`src/rtl/test.sv`:
```
// PS/2 keyboard receiver and scan-code decoder: pulses set_signal/reset_signal on configured
// make codes and latches the last accepted make code on inForFSM.
module test #(
  parameter logic [7:0]  SET_CODE       = 8'h29,
  parameter logic [7:0]  RESET_CODE     = 8'h0D,
  parameter logic [7:0]  STOP_CODE      = 8'hF0,
  parameter int unsigned TIMEOUT_CYCLES = 4096
) (
  input  logic       clk,
  input  logic       rst_n,
  input  logic       PS2_clk,
  input  logic       PS2_dat,
  output logic [7:0] inForFSM,
  output logic       set_signal,
  output logic       reset_signal
);

  localparam logic [1:0] StIdle   = 2'd0;
  localparam logic [1:0] StData   = 2'd1;
  localparam logic [1:0] StParity = 2'd2;
  localparam logic [1:0] StStop   = 2'd3;

  localparam int unsigned TW = $clog2(TIMEOUT_CYCLES + 1);
  localparam logic [TW-1:0] ToMax = TW'(TIMEOUT_CYCLES - 1);
  localparam logic [7:0] ExtCode = 8'hE0;

  logic          kclk_meta_q, kclk_sync_q, kclk_prev_q;
  logic          kdat_meta_q, kdat_sync_q;
  logic          fall;

  logic [1:0]    state_q, state_d;
  logic [2:0]    cnt_q, cnt_d;
  logic [7:0]    shift_q, shift_d;
  logic          par_q, par_d;
  logic [TW-1:0] to_q, to_d;
  logic          ready_q, ready_d;

  logic          brk_q, brk_d;
  logic [7:0]    key_q, key_d;
  logic          set_q, set_d;
  logic          rsig_q, rsig_d;

  // Synchronizers idle high so releasing reset never looks like a falling edge.
  always_ff @(posedge clk or negedge rst_n) begin
    if (!rst_n) begin
      kclk_meta_q <= 1'b1;
      kclk_sync_q <= 1'b1;
      kclk_prev_q <= 1'b1;
      kdat_meta_q <= 1'b1;
      kdat_sync_q <= 1'b1;
    end else begin
      kclk_meta_q <= PS2_clk;
      kclk_sync_q <= kclk_meta_q;
      kclk_prev_q <= kclk_sync_q;
      kdat_meta_q <= PS2_dat;
      kdat_sync_q <= kdat_meta_q;
    end
  end

  assign fall = kclk_prev_q & ~kclk_sync_q;

  always_comb begin
    state_d = state_q;
    cnt_d   = cnt_q;
    shift_d = shift_q;
    par_d   = par_q;
    to_d    = to_q;
    ready_d = 1'b0;
    if (fall) begin
      to_d = '0;
      unique case (state_q)
        StIdle: begin
          if (!kdat_sync_q) begin
            state_d = StData;
            cnt_d   = 3'd0;
          end
        end
        StData: begin
          shift_d = {kdat_sync_q, shift_q[7:1]};
          cnt_d   = cnt_q + 3'd1;
          if (cnt_q == 3'd7) state_d = StParity;
        end
        StParity: begin
          par_d   = kdat_sync_q;
          state_d = StStop;
        end
        StStop: begin
          ready_d = kdat_sync_q & (par_q == ~^shift_q);
          state_d = StIdle;
        end
        default: state_d = StIdle;
      endcase
    end else if (state_q != StIdle) begin
      // Stalled device: drop the partial byte and wait for a fresh start bit.
      if (to_q == ToMax) begin
        state_d = StIdle;
        to_d    = '0;
        cnt_d   = 3'd0;
        shift_d = 8'h00;
      end else begin
        to_d = to_q + TW'(1);
      end
    end
  end

  always_comb begin
    brk_d  = brk_q;
    key_d  = key_q;
    set_d  = 1'b0;
    rsig_d = 1'b0;
    if (ready_q) begin
      if (shift_q == STOP_CODE) begin
        brk_d = 1'b1;
      end else if (shift_q != ExtCode) begin
        if (brk_q) begin
          brk_d = 1'b0;
        end else begin
          key_d  = shift_q;
          set_d  = (shift_q == SET_CODE);
          rsig_d = (shift_q == RESET_CODE);
        end
      end
    end
  end

  always_ff @(posedge clk or negedge rst_n) begin
    if (!rst_n) begin
      state_q <= StIdle;
      cnt_q   <= 3'd0;
      shift_q <= 8'h00;
      par_q   <= 1'b0;
      to_q    <= '0;
      ready_q <= 1'b0;
      brk_q   <= 1'b0;
      key_q   <= 8'h00;
      set_q   <= 1'b0;
      rsig_q  <= 1'b0;
    end else begin
      state_q <= state_d;
      cnt_q   <= cnt_d;
      shift_q <= shift_d;
      par_q   <= par_d;
      to_q    <= to_d;
      ready_q <= ready_d;
      brk_q   <= brk_d;
      key_q   <= key_d;
      set_q   <= set_d;
      rsig_q  <= rsig_d;
    end
  end

  assign inForFSM     = key_q;
  assign set_signal   = set_q;
  assign reset_signal = rsig_q;

endmodule

```
`config.mk`:
```
export PLATFORM = sky130hd
export DESIGN_NAME = test
export DESIGN_NICKNAME = d
export VERILOG_FILES = /design/src/rtl/test.sv
export SDC_FILE = /design/constraint.sdc
export NUM_CORES = 1
export LEC_CHECK = 0
export CORE_ASPECT_RATIO = 0.6
export CORE_MARGIN = 1
export CORE_UTILIZATION = 65
export CTS_CLUSTER_DIAMETER = 120
export DETAILED_ROUTE_END_ITERATION = 7
export DONT_BUFFER_PORTS = 1
export PLACE_DENSITY_LB_ADDON = 0.25
export SLEW_MARGIN = 5
export SYNTH_ARGS = -nofsm -noshare
export SYNTH_HDL_FRONTEND = slang
export SYNTH_SLANG_ARGS = --single-unit
```
`constraint.sdc`:
```
create_clock -name clk -period 2.6 [get_ports clk]
set_input_delay 0.26 -clock clk [delete_from_list [all_inputs] [get_ports clk]]
set_output_delay 0.26 -clock clk [all_outputs]
set_load 0.1 [all_outputs]
```
Word level (Yosys, flattened, before mapping). Index checks and enable logic that the tools add are counted.

Reduce and logical (&&, ||, !) cells: 12. Multiplexer cells: 30. Bitwise logic cells: 5. $add $sub $neg: 2. Equality and inequality tests: 14.

Operators by type and width (number): $mux 13 (3); $mux 8 (4); $add 13x1->13 const B (1); $eq 13x12->1 const B (1); $mux 1 (12); $mux 3 (4); $reduce_and 4->1 (3); $mux 2 (5); $eq 8x4->1 const B (1); $eq 8x6->1 const B (1); $eq 8x8->1 const B (1); $ne 8x8->1 const B (1); $pmux 2 s4 (1); $reduce_bool 2->1 (4); $reduce_xnor 8->1 (1); $ne 3x3->1 const B (2); $pmux 3 s2 (1); $eq 2x2->1 const B (2); $reduce_and 2->1 (2); $add 3x1->3 const B (1); $eq 3x3->1 const B (1); $ne 3x1->1 const B (1); $not 1->1 (3); $reduce_and 3->1 (1); 5 further kinds (6).

Register bits after elaboration: 44. Logic and storage cells: 78. Output and inout bits: 10.

Depth between registers and ports, before layout. Gate-level depths: netlist (run 1).

Depth after elaboration: 5. Depth in mapped cells: 7. Mapped depth without buffers: 6.

Worst setup path after synthesis (run 1). Ideal clock, no wire load.

Kind: reg-to-reg. Start point: reg shift_q[2]. End point: reg key_q[0], in the netlist inForFSM[0]. Stages on the path, launching flop included: 8. Library setup time: 0.126 ns. Buffers on the path: 1. Data required time: 2.474 ns. Setup slack: 0.865 ns. Arrival time: 1.609 ns. Cells stage by stage: dfrtp_1 -> inv_1 -> ha_1 -> and3_1 -> o21ai_0 -> nand3b_1 -> clkbuf_1 -> mux2_2.

Cells in the longest elaborated chain, start to end: 3. Elaborated cells on any way between the ends: 4.

Ends and longest elaborated chain: from (decl) (line 33) `logic [7:0] shift_q, shift_d;`; from (signal assigned) (line 141) `shift_q <= shift_d;`; $eq 8x8->1 (line 112) `if (shift_q == STOP_CODE) begin`; $not 1->1 (no line); $reduce_and 4->1 (no line) (*); to (signal assigned) (line 146) `key_q <= key_d;`; to (decl) (line 39) `logic [7:0] key_q, key_d;`.

Every way passes the cells marked *; elsewhere a longest branch is shown, timed or not. A chain may end at the register's enable or synchronous reset.

Worst setup path in the final report (run 1).
Start point: reg shift_q[2]. End point: reg key_q[2], in the netlist inForFSM[2].

Cells in the longest elaborated chain, start to end: 3. Elaborated cells on any way between the ends: 4.

Ends and longest elaborated chain (line): $eq 8x8->1 (112); $not 1->1 (no line); $reduce_and 4->1 (no line).

Parallel ways exist; a longest one is shown, timed or not.

==> results.yml, run 1 <==
yosys:
  seq_area_frac_synth: 0.5116
  syn_avg_cell_area_um2: 11.45
  yosysWarnings: 0
  ys_seq_elements: 44
  synth_cells: 189
  syn_area_um2: 2165
  synth.distinct_cells: 41
  syn-num-nets: 211
cts:
  cts_sinks: 44
  htree_levels: 2
  cts_resized: 0
  cts_made_buffers: 5
  cts_tree: "yes"
  cts_buffer_depth: 2
  ctsRootBufferMaster: "clkbuf_8"
  clock_latency_ns: 0.30
  clk_pin_slew_ns: 0.08
global_route:
  track_usage: 0.2784
  grt_pass1_wl_um: 7065
  antenna_found_initial: 0
  grt_pass1_vias: 1405
  grt_overflow_total: 0
  grt_max_degree: 45
setup_path:
  crit_path_start: "shift_q[2]$_DFFE_PN0P_"
  regToRegSetupSlack_ns: 0.60
  timing.rr.start: "shift_q[2]$_DFFE_PN0P_"
  cp-end-kind: "register"
  worstSetupStartpointType: "register"
  worstPathCellList: "inv_1, ha_1, and3_1, o21ai_0, nand3b_1, mux2_2"
  path_class: "register to register"
  critical_path_buf_inv_count: 1
  arrival_ns: 2.19
  critical_path.top_delay_family: "simple AND/OR/NAND/NOR gates"
  crit_required_ns: 2.78
  cpMaxStageDelayCell: "mux2_2"
  slowest_delay_ns: 0.44
  path_max_fanout: 10
cells_and_area:
  final_util: 0.7764
  nNetsFinal: 217
  final_cell_mix: "dfrtp_1, ha_1, nor2_1, nand2_1, inv_1"
  area_growth_pct: 8.382
  drive_gt1_frac: 0.1633
  final_cells: 238
  diodes: 0
  final_common_cell: "dfrtp_1"
power_and_ir_drop:
  ir_drop_mv: 0.7191
  cellPowerDensity_nw_per_um2: 930.6
  leakagePower_nw: 1.075
timing:
  skew_ns: 0.003861
  finalCriticalPeriod_ns: 2.004
  holdWs_ns: 0.3617
  clock.fmax_mhz: 499.0
  setup_ws_ns: 0.5961
  setup_viol: 0
  slew_viol_final: 0
  tightest_slew_ns: 0.9289
  finalHoldViolCount: 0
  slew_headroom: 0.3807
  fin_tns_setup_ns: 0
  rsz0062_at_grt: "false"
  period_share: 0.7707
routing:
  first_pass_iters: 4
  drtIter0Drc: 97
  drtAntennaViolNets: 0
  via_count: 1480
  wl_per_cell_um: 18.06
  drc_errors: 0
  drt_wl_total_um: 4298
  viasPerCell: 6.218
min_path:
  hp-start: "kclk_meta_q$_DFF_PN1_"
  hold_class: "register to register"
floorplanning:
  std_cell_rows: 15
  pin_count: 14
  dieHeight_um: 46.70
  dieArea_um2: 3573
  die_w_um: 76.50
  start_util: 0.7164
  coreArea_um2: 3022
placed_design:
  portBuffers: 0
  place_inst: 226
  dp_hpwl_um: 3000
  place_congestion: 0.8041
  dp_slack_ns: 0.6184
run:
  drv_cap: 0
status:
  status: "complete, no violations"
==> layer usage <==
metal / share of wire / track usage / up-vias
met2: 0.44 / 0.4234 / 43
met1: 0.48 / 0.3827 / 750
met5: 0 / 0 / -
met3: 0.058 / 0.09505 / 7
li1: - / - / 680
met4: 0.012 / 0.09615 / 0
==> Yosys cell counts <==
cell,n,area [um^2]
ha_1,18,225.2
o31ai_1,2,15.01
buf_2,2,10.01
dfrtp_1,39,975.9
and2_1,1,6.260
nand4b_1,1,8.760
nand4_1,3,18.77
a21oi_1,3,15.01
or4_1,2,15.01
clkbuf_1,4,15.01
nor3_1,3,15.01
nand2_1,13,48.80
xnor2_1,11,96.34
and2_4,1,8.760
nand3_1,7,35.03
a21boi_0,1,7.510
and3_1,1,6.260
or3_2,1,7.510
mux2i_1,1,10.01
nor2b_1,3,18.77
nor2_1,13,48.80
o21ai_0,1,5.000
dfstp_2,5,131.4
mux2_2,10,112.6
xor2_1,2,17.52
a221o_1,1,10.01
a31oi_1,1,6.260
nand4_4,1,21.27
nand2b_1,1,6.260
buf_1,1,3.750
a31o_2,1,8.760
or2_2,1,6.260
nand3b_1,1,7.510
a2111oi_0,2,17.52
inv_1,12,45.04
a32o_1,2,20.02
a211oi_1,3,22.52
o22ai_1,2,12.51
o311a_2,1,11.26
nor4_1,2,12.51
a22o_1,9,78.83
==> cell families (layout without fill, tap and decap cells) <==
kind of cell	Yosys count	in the layout	synth area share
AND/OR/NAND/NOR	55	55	0.1347
flip-flops	44	44	0.5116
AO/OA/AOI/OAI	29	29	0.1064
buffers and inverters	19	26	0.03410
adder cells (fa/ha/maj)	18	18	0.1040
XOR/XNOR	13	13	0.05260
multiplexers	11	11	0.05665
==> registers in the layout, indices dropped and copies added, names as in the netlist <==
register	cells
inForFSM	8
state_q	2
to_q	13
shift_q	8
set_signal	1
kclk_prev_q	1
kclk_meta_q	1
kdat_sync_q	1
par_q	1
kdat_meta_q	1
cnt_q	3
reset_signal	1
kclk_sync_q	1
brk_q	1
ready_q	1
==> final cells by class <==
class	instances	area (um^2)
Clock buffer	6	82.58
Clock inverter	2	10.01
Tap cell	42	52.55
Timing Repair Buffer	6	65.06
Sequential cell	44	1107
Inverter	12	45.04
Fill cell	200	675.6
Multi-Input combinational cell	126	983.4
==> through the flow <==
step	cell area (um^2)	power [mW]
2_1_floorplan	2165	1.545
3_3_place_gp	2203	1.647
3_5_place_dp	2203	1.717
4_1_cts	2346	2.171
5_1_grt	2346	2.315
6_report	2346	2.183
==> timing repair <==
item / 4_1_cts / 5_1_grt
buffers inserted: 0 / 0
endpoints found under the hold margin: 46 / 0
hold buffers: 4 / 0
==> final timing paths <==
| check | cells after the start | end |
|---|---|---|
| max | 6 | inForFSM[2]$_DFFE_PN0P_ |
| min | 0 | kclk_sync_q$_DFF_PN1_ |
| max reg2reg | 6 | inForFSM[2]$_DFFE_PN0P_ |
| min reg2reg | 0 | kclk_sync_q$_DFF_PN1_ |
| max in group asynchronous | 2 | kdat_meta_q$_DFF_PN1_ |
| min in group asynchronous | 2 | to_q[3]$_DFFE_PN0P_ |
==> power breakdown <==
group          switching, mW  internal, mW  leakage, nW  total, mW
sequential             0.277         0.814        0.583       1.09
combinational          0.343         0.305        0.441      0.648
clock                  0.232         0.212       0.0510      0.444
total                  0.852          1.33         1.07       2.18
Note: power is estimated with default switching activity, not from simulation.
==> run 2: changes to the inputs <==
- CORE_UTILIZATION: 65 -> 62
- clock period: 2.6 -> 1.93 ns (I/O delays scaled with it)
==> results.yml, run 2 (synthesis gave the netlist of run 1 again) <==
setup_path:
  r2r-end: "to_q[9]$_DFFE_PN0P_"
  path_class: "register to register"
  path_max_fanout: 19
  cp-end-kind: "register"
  crit_required_ns: 2.18
  reg2regPathDepth: 6
  timing.rr.start: "state_q[0]$_DFFE_PN0P_"
  arrival_ns: 2.12
  regToRegSetupSlack_ns: 0.05
  cp-endpoint: "to_q[9]$_DFFE_PN0P_"
  worstSetupStartpointType: "register"
  crit_path_start: "state_q[0]$_DFFE_PN0P_"
floorplanning:
  start_util: 0.6553
  coreArea_um2: 3303
  dieArea_um2: 3739
  std_cell_rows: 16
  pin_count: 14
  die_w_um: 78.28
  dieHeight_um: 47.77
timing:
  slew_viol_final: 0
  slew_headroom: 0.6234
  tightest_slew_ns: 0.5507
  holdWs_ns: 0.3588
  skew_ns: 0.004587
  period_share: 0.9719
  finalCriticalPeriod_ns: 1.876
  clock.fmax_mhz: 533.1
  setup_viol: 0
  finalHoldViolCount: 0
routing:
  first_pass_iters: 4
  drt_wl_total_um: 4616
  via_count: 1539
  viasPerCell: 5.919
  drtIter0Drc: 104
  drtAntennaViolNets: 0
  drc_errors: 0
  wl_per_cell_um: 17.75
min_path:
  hold_class: "input port to asynchronous set/reset pin"
placed_design:
  place_congestion: 0.8174
  portBuffers: 0
  postPlaceCellArea_um2: 2312
  dp_hpwl_um: 3137
cells_and_area:
  nNetsFinal: 236
  final_cell_mix: "dfrtp_1, buf_4, ha_1"
  drive_gt1_frac: 0.2512
  final_area_um2: 2512
  diodes: 0
  largest-register: "to_q"
  area_growth_pct: 16.07
  largest_reg_flops: 13
  final_common_cell: "dfrtp_1"
  fillCellCount: 214
cts:
  cts_made_buffers: 5
  cts_sinks: 44
  ctsRootBufferMaster: "clkbuf_8"
  cts_tree: "yes"
  clk_pin_slew_ns: 0.08
  htree_levels: 2
  cts_buffer_depth: 2
  clock_latency_ns: 0.31
global_route:
  antenna_found_initial: 0
  grt_pass1_vias: 1433
  track_usage: 0.2735
  grt_max_degree: 45
  grt_pass1_wl_um: 7155
  grt_overflow_total: 0
power_and_ir_drop:
  leakagePower_nw: 1.172
  power_mw: 3.071
  ir_drop_mv: 0.8975
  cellPowerDensity_nw_per_um2: 1222
run:
  drv_cap: 0
status:
  status: "complete, no violations"
[run 2: layout make-up]
| type | count | area (um^2) | share of cell area |
|---|---|---|---|
| Clock buffer | 8 | 90.09 | 0.03586 |
| Inverter | 12 | 45.04 | 0.01793 |
| Multi-Input combinational cell | 126 | 1002 | 0.3989 |
| Sequential cell | 44 | 1107 | 0.4407 |
| Tap cell | 45 | 56.30 | 0.02241 |
| Timing Repair Buffer | 25 | 211.5 | 0.08416 |
[run 2: worst min-delay path by stage]
stage	endpoint	slack (ns)	depth (start not counted)
after floorplan	brk_q$_DFFE_PN0P_	-0.10	0
after detailed placement	cnt_q[1]$_DFFE_PN0P_	-0.10	0
after global routing	kclk_sync_q$_DFF_PN1_	0.36	0
after CTS	kdat_sync_q$_DFF_PN1_	0.36	0
after global placement	cnt_q[0]$_DFFE_PN0P_	-0.10	0
final	ready_q$_DFF_PN0_	0.36	2
[run 2: metal layers]
layer	wire, um	vias up	GRT usage
li1	-	717	-
met1	2124	747	0.3730
met2	2092	59	0.4404
met3	266	16	0.05905
met4	131	0	0.1222
met5	0	-	0
[run 2: worst max-delay path: stages (launching register included)]
cell	delay, ns
dfrtp_1	0.41
inv_2	0.07
ha_1	0.22
buf_6	0.17
or4_4	0.54
o31ai_2	0.25
a31o_2	0.15
[run 2: power by group]
part	internal, mW	leakage, nW	switching (mW)
registers	1.10	0.583	0.215
clock network	0.292	0.0455	0.314
logic	0.488	0.543	0.662
total	1.88	1.17	1.19
[run 2: timing repair]
| item | CTS | global route |
|---|---|---|
| endpoints found under the hold margin | 46 | 0 |
| resized for setup | 1 | 5 |
| hold buffers | 4 | 0 |
| endpoints found under the setup margin | 1 | 11 |
| pin swaps | 0 | 1 |
| buffers inserted | 0 | 5 |
[run 2: stage by stage]
| step | utilization | setup WS, ns | cells | TNS (ns) |
|---|---|---|---|---|
| floorplan | - | 0.1954 | 189 | 0 |
| global placement | 0.7000 | 0.1443 | 243 | 0 |
| detailed placement | 0.7000 | 0.003313 | 243 | 0 |
| CTS | 0.7439 | 0.03162 | 255 | 0 |
| global route | 0.7606 | -0.008645 | 260 | -0.01223 |
| finish | 0.7606 | 0.05432 | 260 | 0 |
